==> config.mk <==
export PLATFORM = sky130hd
export DESIGN_NAME = int_res_mem_reader_flat
export DESIGN_NICKNAME = d
export VERILOG_FILES = /design/src/rtl/int_res_mem_reader_pkg.sv /design/src/rtl/int_res_mem_reader_if.sv /design/src/rtl/int_res_mem_reader_addr_decode.sv /design/src/rtl/int_res_mem_reader.sv /design/src/flat_wrapper.sv
export SDC_FILE = /design/constraint.sdc
export NUM_CORES = 1
export LEC_CHECK = 0
export CORE_UTILIZATION = 47
export CTS_CLUSTER_SIZE = 8
export DETAILED_ROUTE_END_ITERATION = 8
export PLACE_DENSITY = 0.77
export REMOVE_ABC_BUFFERS = 1
export SLEW_MARGIN = 10
export SYNTH_ARGS = -nofsm -noshare
export SYNTH_HDL_FRONTEND = slang
export SYNTH_HIERARCHICAL = 1
export SYNTH_SLANG_ARGS = --single-unit
==> constraint.sdc <==
create_clock -name clk -period 4 [get_ports clk]
set_input_delay 1 -clock clk [delete_from_list [all_inputs] [get_ports clk]]
set_output_delay 1 -clock clk [all_outputs]
set_load 0.01 [all_outputs]
==> src/rtl/int_res_mem_reader_pkg.sv <==
// Shared intermediate-result storage types and constants for the CIM.
// Holds the memory-map constants, address/data types, the width selector
// and the read-port FSM state type.
package int_res_mem_reader_pkg;

  localparam int unsigned CIM_INT_RES_NUM_BANKS          = 4;
  localparam int unsigned CIM_INT_RES_BANK_SIZE_NUM_WORD = 14336;
  localparam int unsigned N_STO_INT_RES                  = 9;
  localparam int unsigned CIM_INT_RES_ADDR_W             = 16;
  localparam int unsigned CIM_INT_RES_BANK_ADDR_W        = $clog2(CIM_INT_RES_BANK_SIZE_NUM_WORD);

  typedef logic [CIM_INT_RES_ADDR_W-1:0]      IntResAddr_t;
  typedef logic [CIM_INT_RES_BANK_ADDR_W-1:0] IntResBankAddr_t;
  typedef logic [N_STO_INT_RES-1:0]           IntResSingle_t;
  typedef logic [2*N_STO_INT_RES-1:0]         IntResDouble_t;

  typedef enum logic {
    SINGLE_WIDTH = 1'b0,
    DOUBLE_WIDTH = 1'b1
  } DataWidth_t;

  typedef enum logic [1:0] {
    IDLE      = 2'd0,
    RD_FIRST  = 2'd1,
    RD_SECOND = 2'd2,
    CAPTURE   = 2'd3
  } IntResRdState_t;

endpackage

==> src/rtl/int_res_mem_reader_if.sv <==
// Bundle of the request, bank-access and response signals of the
// intermediate-result read port. slave = reader side, master = the
// requester/consumer/bank side.
interface int_res_mem_reader_if
  import int_res_mem_reader_pkg::*;
#(
  parameter int unsigned NUM_BANKS = CIM_INT_RES_NUM_BANKS,
  parameter int unsigned N_STO     = N_STO_INT_RES
);

  logic                            req_valid;
  logic                            req_ready;
  IntResAddr_t                     req_addr;
  DataWidth_t                      req_width;
  logic [NUM_BANKS-1:0]            bank_en;
  IntResBankAddr_t                 bank_addr;
  logic [NUM_BANKS-1:0][N_STO-1:0] bank_rdata;
  logic                            rsp_valid;
  logic [2*N_STO-1:0]              rsp_data;
  logic                            rsp_err;

  modport slave (
    input  req_valid, req_addr, req_width, bank_rdata,
    output req_ready, bank_en, bank_addr, rsp_valid, rsp_data, rsp_err
  );

  modport master (
    output req_valid, req_addr, req_width, bank_rdata,
    input  req_ready, bank_en, bank_addr, rsp_valid, rsp_data, rsp_err
  );

endinterface

==> src/rtl/int_res_mem_reader_addr_decode.sv <==
// Flat intermediate-result address -> {bank one-hot, in-bank offset,
// out-of-range}. Purely combinational; banks are contiguous ranges of
// BANK_DEPTH words.
module int_res_addr_decode
  import int_res_mem_reader_pkg::*;
#(
  parameter int unsigned NUM_BANKS  = CIM_INT_RES_NUM_BANKS,
  parameter int unsigned BANK_DEPTH = CIM_INT_RES_BANK_SIZE_NUM_WORD
) (
  input  IntResAddr_t          addr_i,
  output logic [NUM_BANKS-1:0] bank_onehot_o,
  output IntResBankAddr_t      offset_o,
  output logic                 out_of_range_o
);

  logic [31:0] addr_w;

  assign addr_w = 32'(addr_i);

  // Range compare per bank instead of a divider; at most one bank matches.
  always_comb begin
    bank_onehot_o  = '0;
    offset_o       = '0;
    out_of_range_o = (addr_w >= 32'(NUM_BANKS * BANK_DEPTH));
    for (int unsigned b = 0; b < NUM_BANKS; b++) begin
      if ((addr_w >= 32'(b * BANK_DEPTH)) && (addr_w < 32'((b + 1) * BANK_DEPTH))) begin
        bank_onehot_o[b] = 1'b1;
        offset_o         = IntResBankAddr_t'(addr_w - 32'(b * BANK_DEPTH));
      end
    end
  end

endmodule

==> src/rtl/int_res_mem_reader.sv <==
// Intermediate-result read port: accepts single/double-width reads on the
// flat address space, sequences one or two bank reads and returns a
// sign-extended (single) or packed {hi,lo} (double) result.
// Optional: INT_RES_RD_ALIGN_CHECK_EN rejects odd double-width addresses.
module int_res_mem_reader
  import int_res_mem_reader_pkg::*;
#(
  parameter int unsigned NUM_BANKS  = CIM_INT_RES_NUM_BANKS,
  parameter int unsigned BANK_DEPTH = CIM_INT_RES_BANK_SIZE_NUM_WORD,
  parameter int unsigned N_STO      = N_STO_INT_RES
) (
  input logic                  clk,
  input logic                  rst,
  int_res_mem_reader_if.slave  bus
);

  IntResRdState_t       state_q, state_d;
  IntResAddr_t          addr_q;
  DataWidth_t           width_q;
  logic                 err_q;
  logic [NUM_BANKS-1:0] bank_en_q, bank_en_d;
  IntResBankAddr_t      bank_addr_q, bank_addr_d;
  logic [NUM_BANKS-1:0] rd_sel_q;
  logic [N_STO-1:0]     hi_q, hi_d;
  logic                 rsp_valid_q, rsp_valid_d;
  logic [2*N_STO-1:0]   rsp_data_q, rsp_data_d;
  logic                 rsp_err_q, rsp_err_d;

  logic                 accept;
  logic                 req_err;
  IntResAddr_t          dec_addr, dec_addr_p1;
  logic [NUM_BANKS-1:0] hi_onehot, lo_onehot;
  IntResBankAddr_t      hi_off, lo_off;
  logic                 hi_oor, lo_oor;
  logic [N_STO-1:0]     rd_word;

  assign accept = bus.req_valid && (state_q == IDLE);

  // The two decoders look at the live request while idle and at the latched
  // address afterwards, so the second word's bank is available in RD_FIRST.
  assign dec_addr    = (state_q == IDLE) ? bus.req_addr : addr_q;
  assign dec_addr_p1 = dec_addr + IntResAddr_t'(1);

  int_res_addr_decode #(
    .NUM_BANKS  (NUM_BANKS),
    .BANK_DEPTH (BANK_DEPTH)
  ) u_dec_hi (
    .addr_i         (dec_addr),
    .bank_onehot_o  (hi_onehot),
    .offset_o       (hi_off),
    .out_of_range_o (hi_oor)
  );

  int_res_addr_decode #(
    .NUM_BANKS  (NUM_BANKS),
    .BANK_DEPTH (BANK_DEPTH)
  ) u_dec_lo (
    .addr_i         (dec_addr_p1),
    .bank_onehot_o  (lo_onehot),
    .offset_o       (lo_off),
    .out_of_range_o (lo_oor)
  );

  // Rejection status of the request currently presented.
  always_comb begin
    req_err = hi_oor || ((bus.req_width == DOUBLE_WIDTH) && lo_oor);
`ifdef INT_RES_RD_ALIGN_CHECK_EN
    if ((bus.req_width == DOUBLE_WIDTH) && bus.req_addr[0]) begin
      req_err = 1'b1;
    end
`endif
  end

  // Select the word returned by whichever bank was enabled last cycle.
  always_comb begin
    rd_word = '0;
    for (int unsigned b = 0; b < NUM_BANKS; b++) begin
      if (rd_sel_q[b]) begin
        rd_word = rd_word | bus.bank_rdata[b];
      end
    end
  end

  // Next-state and registered-output logic of the read sequencer.
  always_comb begin
    state_d     = state_q;
    bank_en_d   = '0;
    bank_addr_d = bank_addr_q;
    hi_d        = hi_q;
    rsp_valid_d = 1'b0;
    rsp_data_d  = rsp_data_q;
    rsp_err_d   = rsp_err_q;
    unique case (state_q)
      IDLE: begin
        if (accept) begin
          state_d = RD_FIRST;
          if (!req_err) begin
            bank_en_d   = hi_onehot;
            bank_addr_d = hi_off;
          end
        end
      end
      RD_FIRST: begin
        if (width_q == DOUBLE_WIDTH) begin
          state_d = RD_SECOND;
          if (!err_q) begin
            bank_en_d   = lo_onehot;
            bank_addr_d = lo_off;
          end
        end else begin
          state_d = CAPTURE;
        end
      end
      RD_SECOND: begin
        hi_d    = rd_word;
        state_d = CAPTURE;
      end
      CAPTURE: begin
        state_d     = IDLE;
        rsp_valid_d = 1'b1;
        rsp_err_d   = err_q;
        if (err_q) begin
          rsp_data_d = '0;
        end else if (width_q == DOUBLE_WIDTH) begin
          rsp_data_d = {hi_q, rd_word};
        end else begin
          rsp_data_d = {{N_STO{rd_word[N_STO-1]}}, rd_word};
        end
      end
      default: state_d = IDLE;
    endcase
  end

  // State, bank-access and response registers.
  always_ff @(posedge clk) begin
    if (rst) begin
      state_q     <= IDLE;
      bank_en_q   <= '0;
      bank_addr_q <= '0;
      rd_sel_q    <= '0;
      hi_q        <= '0;
      rsp_valid_q <= 1'b0;
      rsp_data_q  <= '0;
      rsp_err_q   <= 1'b0;
    end else begin
      state_q     <= state_d;
      bank_en_q   <= bank_en_d;
      bank_addr_q <= bank_addr_d;
      rd_sel_q    <= bank_en_q;
      hi_q        <= hi_d;
      rsp_valid_q <= rsp_valid_d;
      rsp_data_q  <= rsp_data_d;
      rsp_err_q   <= rsp_err_d;
    end
  end

  // Request context latched at acceptance.
  always_ff @(posedge clk) begin
    if (rst) begin
      addr_q  <= '0;
      width_q <= SINGLE_WIDTH;
      err_q   <= 1'b0;
    end else if (accept) begin
      addr_q  <= bus.req_addr;
      width_q <= bus.req_width;
      err_q   <= req_err;
    end
  end

  assign bus.req_ready = (state_q == IDLE);
  assign bus.bank_en   = bank_en_q;
  assign bus.bank_addr = bank_addr_q;
  assign bus.rsp_valid = rsp_valid_q;
  assign bus.rsp_data  = rsp_data_q;
  assign bus.rsp_err   = rsp_err_q;

endmodule

==> src/flat_wrapper.sv <==
// flat-port wrapper written by rule: the top's interface ports become plain ports
module int_res_mem_reader_flat import int_res_mem_reader_pkg::*;
#(
  parameter int unsigned NUM_BANKS  = CIM_INT_RES_NUM_BANKS,
  parameter int unsigned BANK_DEPTH = CIM_INT_RES_BANK_SIZE_NUM_WORD,
  parameter int unsigned N_STO      = N_STO_INT_RES
)
  (clk, rst, bus_req_valid, bus_req_addr, bus_req_width, bus_bank_rdata, bus_req_ready, bus_bank_en, bus_bank_addr, bus_rsp_valid, bus_rsp_data, bus_rsp_err);
  int_res_mem_reader_if #(.NUM_BANKS(NUM_BANKS), .N_STO(N_STO)) bus_i ();
  input logic clk;
  input logic rst;
  input wire logic [$bits(bus_i.req_valid)-1:0] bus_req_valid;
  input wire logic [$bits(bus_i.req_addr)-1:0] bus_req_addr;
  input wire logic [$bits(bus_i.req_width)-1:0] bus_req_width;
  input wire logic [$bits(bus_i.bank_rdata)-1:0] bus_bank_rdata;
  output wire logic [$bits(bus_i.req_ready)-1:0] bus_req_ready;
  output wire logic [$bits(bus_i.bank_en)-1:0] bus_bank_en;
  output wire logic [$bits(bus_i.bank_addr)-1:0] bus_bank_addr;
  output wire logic [$bits(bus_i.rsp_valid)-1:0] bus_rsp_valid;
  output wire logic [$bits(bus_i.rsp_data)-1:0] bus_rsp_data;
  output wire logic [$bits(bus_i.rsp_err)-1:0] bus_rsp_err;
  assign bus_i.req_valid = bus_req_valid;
  assign bus_i.req_addr = bus_req_addr;
  assign bus_i.req_width = bus_req_width;
  assign bus_i.bank_rdata = bus_bank_rdata;
  assign bus_req_ready = bus_i.req_ready;
  assign bus_bank_en = bus_i.bank_en;
  assign bus_bank_addr = bus_i.bank_addr;
  assign bus_rsp_valid = bus_i.rsp_valid;
  assign bus_rsp_data = bus_i.rsp_data;
  assign bus_rsp_err = bus_i.rsp_err;
  int_res_mem_reader #(.NUM_BANKS(NUM_BANKS), .BANK_DEPTH(BANK_DEPTH), .N_STO(N_STO)) u_core (.clk(clk), .rst(rst), .bus(bus_i));
endmodule
# Yosys cells after proc, flatten, opt, wreduce, memory -nomap -nowiden
# Index checks and enable logic that the tools add are counted.
[totals]
elab_cells = 97
register_bits = 71
in_bits = 56
out_inout_bits = 39
[op_classes]
addsub = 7
order_cmp = 18
mux = 37
eq_ne = 7
bitwise_logic = 3
n_reduce_logical = 14
[op_table]
columns = ["op", "n"]
rows = [
  ["$mux 14", 12],
  ["$sub 14x14->14 const B", 6],
  ["$ge 16x16->1 const B", 4],
  ["$lt 16x16->1 const B", 4],
  ["$mux 18", 2],
  ["$mux 9", 4],
  ["$ge 16x1->1 const B", 2],
  ["$ge 16x14->1 const B", 2],
  ["$ge 16x15->1 const B", 2],
  ["$lt 16x14->1 const B", 2],
  ["$lt 16x15->1 const B", 2],
  ["$pmux 14 s2", 1],
  ["$or 9x9->9", 3],
  ["$add 16x1->16 const B", 1],
  ["$mux 16", 1],
  ["$mux 4", 4],
  ["$logic_and 1x1->1", 10],
  ["$mux 1", 10],
  ["$pmux 2 s4", 1],
  ["$pmux 4 s2", 1],
  ["$reduce_and 5->1", 1],
  ["$eq 2x2->1 const B", 2],
  ["$ne 2x1->1 const B", 2],
  ["$ne 2x2->1 const B", 2],
  ["5 further kinds", 5],
]

# Longest topological paths before layout
[depth]
ltp_word = 12
ltp_mapped = 20
mapped_depth_nobuf = 18

# Hierarchy
# Netlist, hierarchy kept.
[modules_own_cells]
columns = ["mod", "area_per_inst_um2", "instances", "cells_per_inst"]
rows = [
  ["int_res_mem_reader", 3504.6, 1, 402],
  ["int_res_addr_decode", 441.7, 2, 64],
]

# Worst setup path before layout
# OpenSTA, ideal clock, no wires.
[synth_path]
path_type = "register -> register"
start = "register u_core.state_q[0]"
end = "register u_core.bank_addr_q[12], in the netlist u_core/bus.bank_addr[12]"
path_slack_ps = -194
arrival_time_ps = 4103
setup_ps = 91
path_stages_with_launch = 21
period_less_slack_ps = 4194
cell_sequence = "dfxtp_1 -> inv_1 -> ha_1 -> buf_2 -> buf_2 -> mux2_2 -> ha_1 -> inv_1 -> a211oi_2 -> nand2_1 -> xnor2_1 -> inv_1 -> ha_1 -> a211oi_1 -> nor2_1 -> o21ai_0 -> inv_1 -> a2111oi_1 -> o21bai_1 -> mux2i_1 -> a311oi_1"
[synth_via]
elab_chain_cells = 12
elab_cells_between_ends = 58
classes_between = "add/sub (7); order compare (18); eq/ne (5); mux (14); reduce/logical (14)"
[synth_lines]
columns = ["element", "line_no", "rtl"]
rows = [
  ["start, declared", "int_res_mem_reader.sv:17", "IntResRdState_t state_q, state_d;"],
  ["start signal, assigned", "int_res_mem_reader.sv:146", "state_q <= state_d;"],
  ["$logic_not 2->1 *", "n/a", ""],
  ["via bus_req_ready", "flat_wrapper.sv:16", "output wire logic [$bits(bus_i.req_ready)-1:0] bus_req_ready;"],
  ["$mux 16 *", "int_res_mem_reader.sv:41", "assign dec_addr = (state_q == IDLE) ? bus.req_addr : addr_q;"],
  ["via u_core.dec_addr[0]", "int_res_mem_reader.sv:31", "IntResAddr_t dec_addr, dec_addr_p1;"],
  ["$add 16x1->16 *", "int_res_mem_reader.sv:42", "assign dec_addr_p1 = dec_addr + IntResAddr_t'(1);"],
  ["via u_core.dec_addr_p1[12]", "int_res_mem_reader.sv:31", ""],
  ["$ge 16x1->1 or $lt 16x14->1 (tied branches)", "int_res_mem_reader_addr_decode.sv:26", "if ((addr_w >= 32'(b * BANK_DEPTH)) && (addr_w < 32'((b + 1) * BANK_DEPTH))) begin"],
  ["$logic_and 1x1->1", "int_res_mem_reader_addr_decode.sv:26", ""],
  ["$mux 14 (3 in a row)", "int_res_mem_reader_addr_decode.sv:26", ""],
  ["$mux 14 *", "int_res_mem_reader_addr_decode.sv:26", ""],
  ["via u_core.lo_off[12]", "int_res_mem_reader.sv:33", "IntResBankAddr_t hi_off, lo_off;"],
  ["$mux 14 *", "int_res_mem_reader.sv:106", "if (!err_q) begin"],
  ["$mux 14 *", "int_res_mem_reader.sv:104", "if (width_q == DOUBLE_WIDTH) begin"],
  ["$pmux 14 s2 *", "int_res_mem_reader.sv:93", "unique case (state_q)"],
  ["end signal, assigned", "int_res_mem_reader.sv:148", "bank_addr_q <= bank_addr_d;"],
  ["end, declared", "int_res_mem_reader.sv:22", "IntResBankAddr_t bank_addr_q, bank_addr_d;"],
]
# The timed path passes the listed nets; every way through them passes the cells marked *. The select of a mux whose other input is x is not followed.
# A chain may end at the register's enable or synchronous reset.

# Worst setup path after layout
[layout_path]
start = "input port bus_req_addr[0]"
end = "register u_core.bank_addr_q[12], in the netlist u_core/bus.bank_addr[12]"
[layout_via]
elab_chain_cells = 11
elab_cells_between_ends = 51
classes_between = "add/sub (7); order compare (18); eq/ne (1); mux (14); reduce/logical (11)"
[layout_lines]
columns = ["element", "line_no", "rtl"]
rows = [
  ["start, declared", "flat_wrapper.sv:13", "input wire logic [$bits(bus_i.req_addr)-1:0] bus_req_addr;"],
  ["$mux 16 *", "int_res_mem_reader.sv:41", ""],
  ["$add 16x1->16 *", "int_res_mem_reader.sv:42", ""],
  ["via u_core.dec_addr_p1[5]", "int_res_mem_reader.sv:31", ""],
  ["$ge 16x1->1 or $lt 16x14->1 (tied branches)", "int_res_mem_reader_addr_decode.sv:26", ""],
  ["$logic_and 1x1->1", "int_res_mem_reader_addr_decode.sv:26", ""],
  ["$mux 14 (3 in a row)", "int_res_mem_reader_addr_decode.sv:26", ""],
  ["$mux 14 *", "int_res_mem_reader_addr_decode.sv:26", ""],
  ["via u_core.lo_off[12]", "int_res_mem_reader.sv:33", ""],
  ["$mux 14 *", "int_res_mem_reader.sv:106", ""],
  ["$mux 14 *", "int_res_mem_reader.sv:104", ""],
  ["$pmux 14 s2 *", "int_res_mem_reader.sv:93", ""],
]
# Marked as above.

==> impl_metrics.csv <==
group,metric,value,unit
power,p_total,0.003875,W
floorplan,io-pin-count,95,
timing,worst_pin_slew,927.5,ps
clock_tree,clock_tree_from_tritoncts,"yes",
clock_tree,worstSkewPairLatency,350,ps
clock_tree,clk_pin_slew,80,ps
final_layout,n_antenna_cell,0,
clock_tree,clockBufferDepth,2,
place,portBuffers,94,
global_routing,globalRouteTotalUtil,26.68,%
floorplan,floorplan.initialDensity,49.35,%
setup_path,endpoint_kind,"register",
synthesis,most_numerous_cell_types_in_the_synthesized_netlist,"dfxtp_1, nand2_1, a21oi_1",
synthesis,synth.yosys.seq_area_share,32.39,%
final_layout,fillerInstances,656,
setup_path,worstPathArrival,4180,ps
route,avgRoutedWirePerCell,16.78,µm
hold_path,hp-class,"reg -> reg",
final_layout,fraction_of_final_layout_cells_with_drive_strength_greater_than_1,22.21,%
setup_path,critical_path_class,"in -> reg",
route,vias_per_cell,5.816,
synthesis,synth_top_cells_by_area,"dfxtp_1, a21oi_1, nand2_1",
synthesis,yosys-mux-area-fraction,8.326,%
global_routing,grt_overflow,0,
run,maxCapViolCount,0,
synthesis,synth_cells,530,
timing,fin_crit,3927,ps
setup_path,worstSetupEndpoint,"u_core/bus.bank_addr[12]",
global_routing,grt_start_max_net_pins,41,
global_routing,grt_antenna_before_repair,0,
floorplan,core_region_area,8891,µm²
synthesis,netlist-cell-type-count,52,
synthesis,synth_seq_cells,71,
setup_path,critical_path.startpoint_type,"input pin",
timing,timing.final.setup_violations,0,
final_layout,fin_nets,748,
setup_path,critPathMaxStageDelay,510,ps
synthesis,synth_fa_ha_area_share,4.847,%
synthesis,yosys.area_share.xor_xnor,3.194,%
floorplan,die_w,98.63,µm
place,place_congestion,1.001,
route,num_vias,4583,
setup_path,ff2ff_setup_slack,100,ps
synthesis,yosys.cell_count.top_type,"dfxtp_1",
timing,setup_tns,0,ps
route,remaining_drc_errors,0,
setup_path,critical_path.cell_chain,"clkdlybuf4s15_1 > buf_4 > nand4_1 > buf_4 > a21oi_2 > xnor2_1 > mux2i_1 > or4_4 > or4_4 > and2_4 > a2111oi_4 > o21bai_1 > mux2i_1 > a311oi_1",
floorplan,num_rows,34,
clock_tree,numCtsBuffers,9,
setup_path,required,4250,ps
timing,slew_viol_final,0,
place,hpwlAfterDp,9.118,mm
floorplan,die_area,9727,µm²
synthesis,synth-simple-area-share,20.16,%
synthesis,synth_area_per_cell,8.279,µm²
synthesis,synth_async_sr_flop_share,0,%
setup_path,regToRegEndpoint,"u_core/bus.bank_addr[12]",
setup_path,crit_path_top_delay_cell,"or4_4",
synthesis,netlist.top_cell.by_area,"dfxtp_1",
timing,max_freq,254.7,MHz
final_layout,final_area,6265,µm²
timing,fin_crit_sh,98.17,%
power,power_per_cell_area,618.5,nW/µm²
place,pre_cts_slack,-720.0,ps
synthesis,synth-compound-area-share,24.86,%
synthesis,synth_flop_cell,"dfxtp_1",
run_status,status,"complete, no violations",
setup_path,worst_r2r_path_depth,15,
final_layout,area_delta_synth_final,42.77,%
clock_tree,cts-root-buf,"clkbuf_8",
power,power_leakage,2.441,nW
synthesis,ys.warnings.count,6,
timing,finalWorstSetupSlack,73.35,ps
timing,fin_skew,10.98,ps
global_routing,grt_first_pass_wirelength,21.05,mm
clock_tree,tritoncts_num_sinks,71,
route,antenna_violating_nets_post_route,0,
synthesis,synth_top_family_by_area,"compound AO/OA/AOI/OAI gates",
setup_path,worst_setup_path_startpoint,"bus_req_addr[0]",
clock_tree,htreeDepth,3,
timing,hold_viol_final,0,
timing,maxSlewHeadroom,38.16,%
power,vdd.ir_drop.worst,0.2771,mV
place,placed_area,5763,µm²
route,routed_wirelength,13.22,mm
setup_path,rr_startpoint,"u_core/state_q[1]",
route,first_iter_violations,349,
setup_path,cp_max_fo,3,
floorplan,die-height,98.63,µm
global_routing,vias_in_the_first_global_route,4456,
synthesis,count_of_flip_flops_with_a_built_in_enable_after_synthesis,0,
synthesis,mappedNetlistArea,4388,µm²
synthesis,synth_largest_type_area_fraction,32.39,%
route,drt_pre_antenna_iters,5,
worst max-delay path, delay by kind of cell:
family / cells / cell delay (ps)
simple gates: 4 / 1360
mux: 2 / 220
compound gates: 4 / 920
xor+xnor: 1 / 150
buf+inv: 3 / 530
state kept, by name, summed over array words and instances, names as in the netlist, 2 cells and up:
name                  count
u_core/bus.bank_en        4
u_core/state_q            2
u_core/addr_q            16
u_core/rd_sel_q           4
u_core/bus.rsp_data      18
u_core/hi_q               9
u_core/bus.bank_addr     14
metrics by stage:
stage	std cells	utilization (%)	hold slack [ps]
after floorplan	496	-	427.8
after global placement	761	64.82	438.8
after detailed placement	761	64.82	450.8
after CTS	784	68.91	461.3
after global routing	788	70.46	461.8
final	788	70.46	461.6
final cells by class:
type	count	area (µm²)	share of cell area, %
repair buffers	168	1529	24.41
inverters	21	81.33	1.298
clock buffers	10	127.6	2.037
well taps	108	135.1	2.157
flip-flops and latches	71	1421	22.69
clock inverters	6	92.59	1.478
multi-input cells	404	2878	45.94
repair_timing:
action | CTS | global route
pin swaps | 17 | 20
hold buffers | 0 | 0
buffers inserted | 7 | 4
setup endpoints to repair | 4 | 5
gates resized for setup | 22 | 26
layer usage:
| metal | global-route usage, % | part of all wire, % | wire length, µm |
|---|---|---|---|
| met5 | 0 | 0 | 0 |
| met4 | 8.152 | 1.7 | 226 |
| met3 | 4.965 | 6.0 | 797 |
| met2 | 49.13 | 51 | 6747 |
| met1 | 31.29 | 41 | 5453 |
how the worst min path moves through the flow:
| stage | startpoint | end | slack [ps] | cells past startpoint |
|---|---|---|---|---|
| after floorplan | u_core/addr_q[15] | u_core/addr_q[15] | 430 | 2 |
| after global placement | u_core/addr_q[15] | u_core/addr_q[15] | 440 | 2 |
| after detailed placement | u_core/addr_q[14] | u_core/addr_q[14] | 450 | 2 |
| after CTS | u_core/addr_q[14] | u_core/addr_q[14] | 460 | 2 |
| after global routing | u_core/bus.bank_en[2] | u_core/rd_sel_q[2] | 460 | 1 |
| final | u_core/addr_q[15] | u_core/addr_q[15] | 460 | 2 |
cell families after synthesis:
kind of cell / after synthesis
buffers and inverters: 55
and+or+nand+nor: 173
adders and majority gates: 17
DFF: 71
xor gates and xnor gates: 16
AOI/OAI and AO/OA: 163
muxes: 35
power breakdown:
part	switching, W	leakage (nW)	internal, W
sequential	0.0000972	0.579	0.000850
combinational	0.00118	1.76	0.00110
clock	0.000289	0.104	0.000356
cell usage in the layout, fill, tap and decap left out, drive strengths merged, types with 23 or more instances in the layout:
master and instances:
a21oi 69, a22oi 23, a311oi 23, and2 26, buf 75, clkdlybuf4s50 84, dfxtp 71, mux2i 23
nand2 65, nor2 34
No activity file was read; power rests on OpenSTA's default activity.
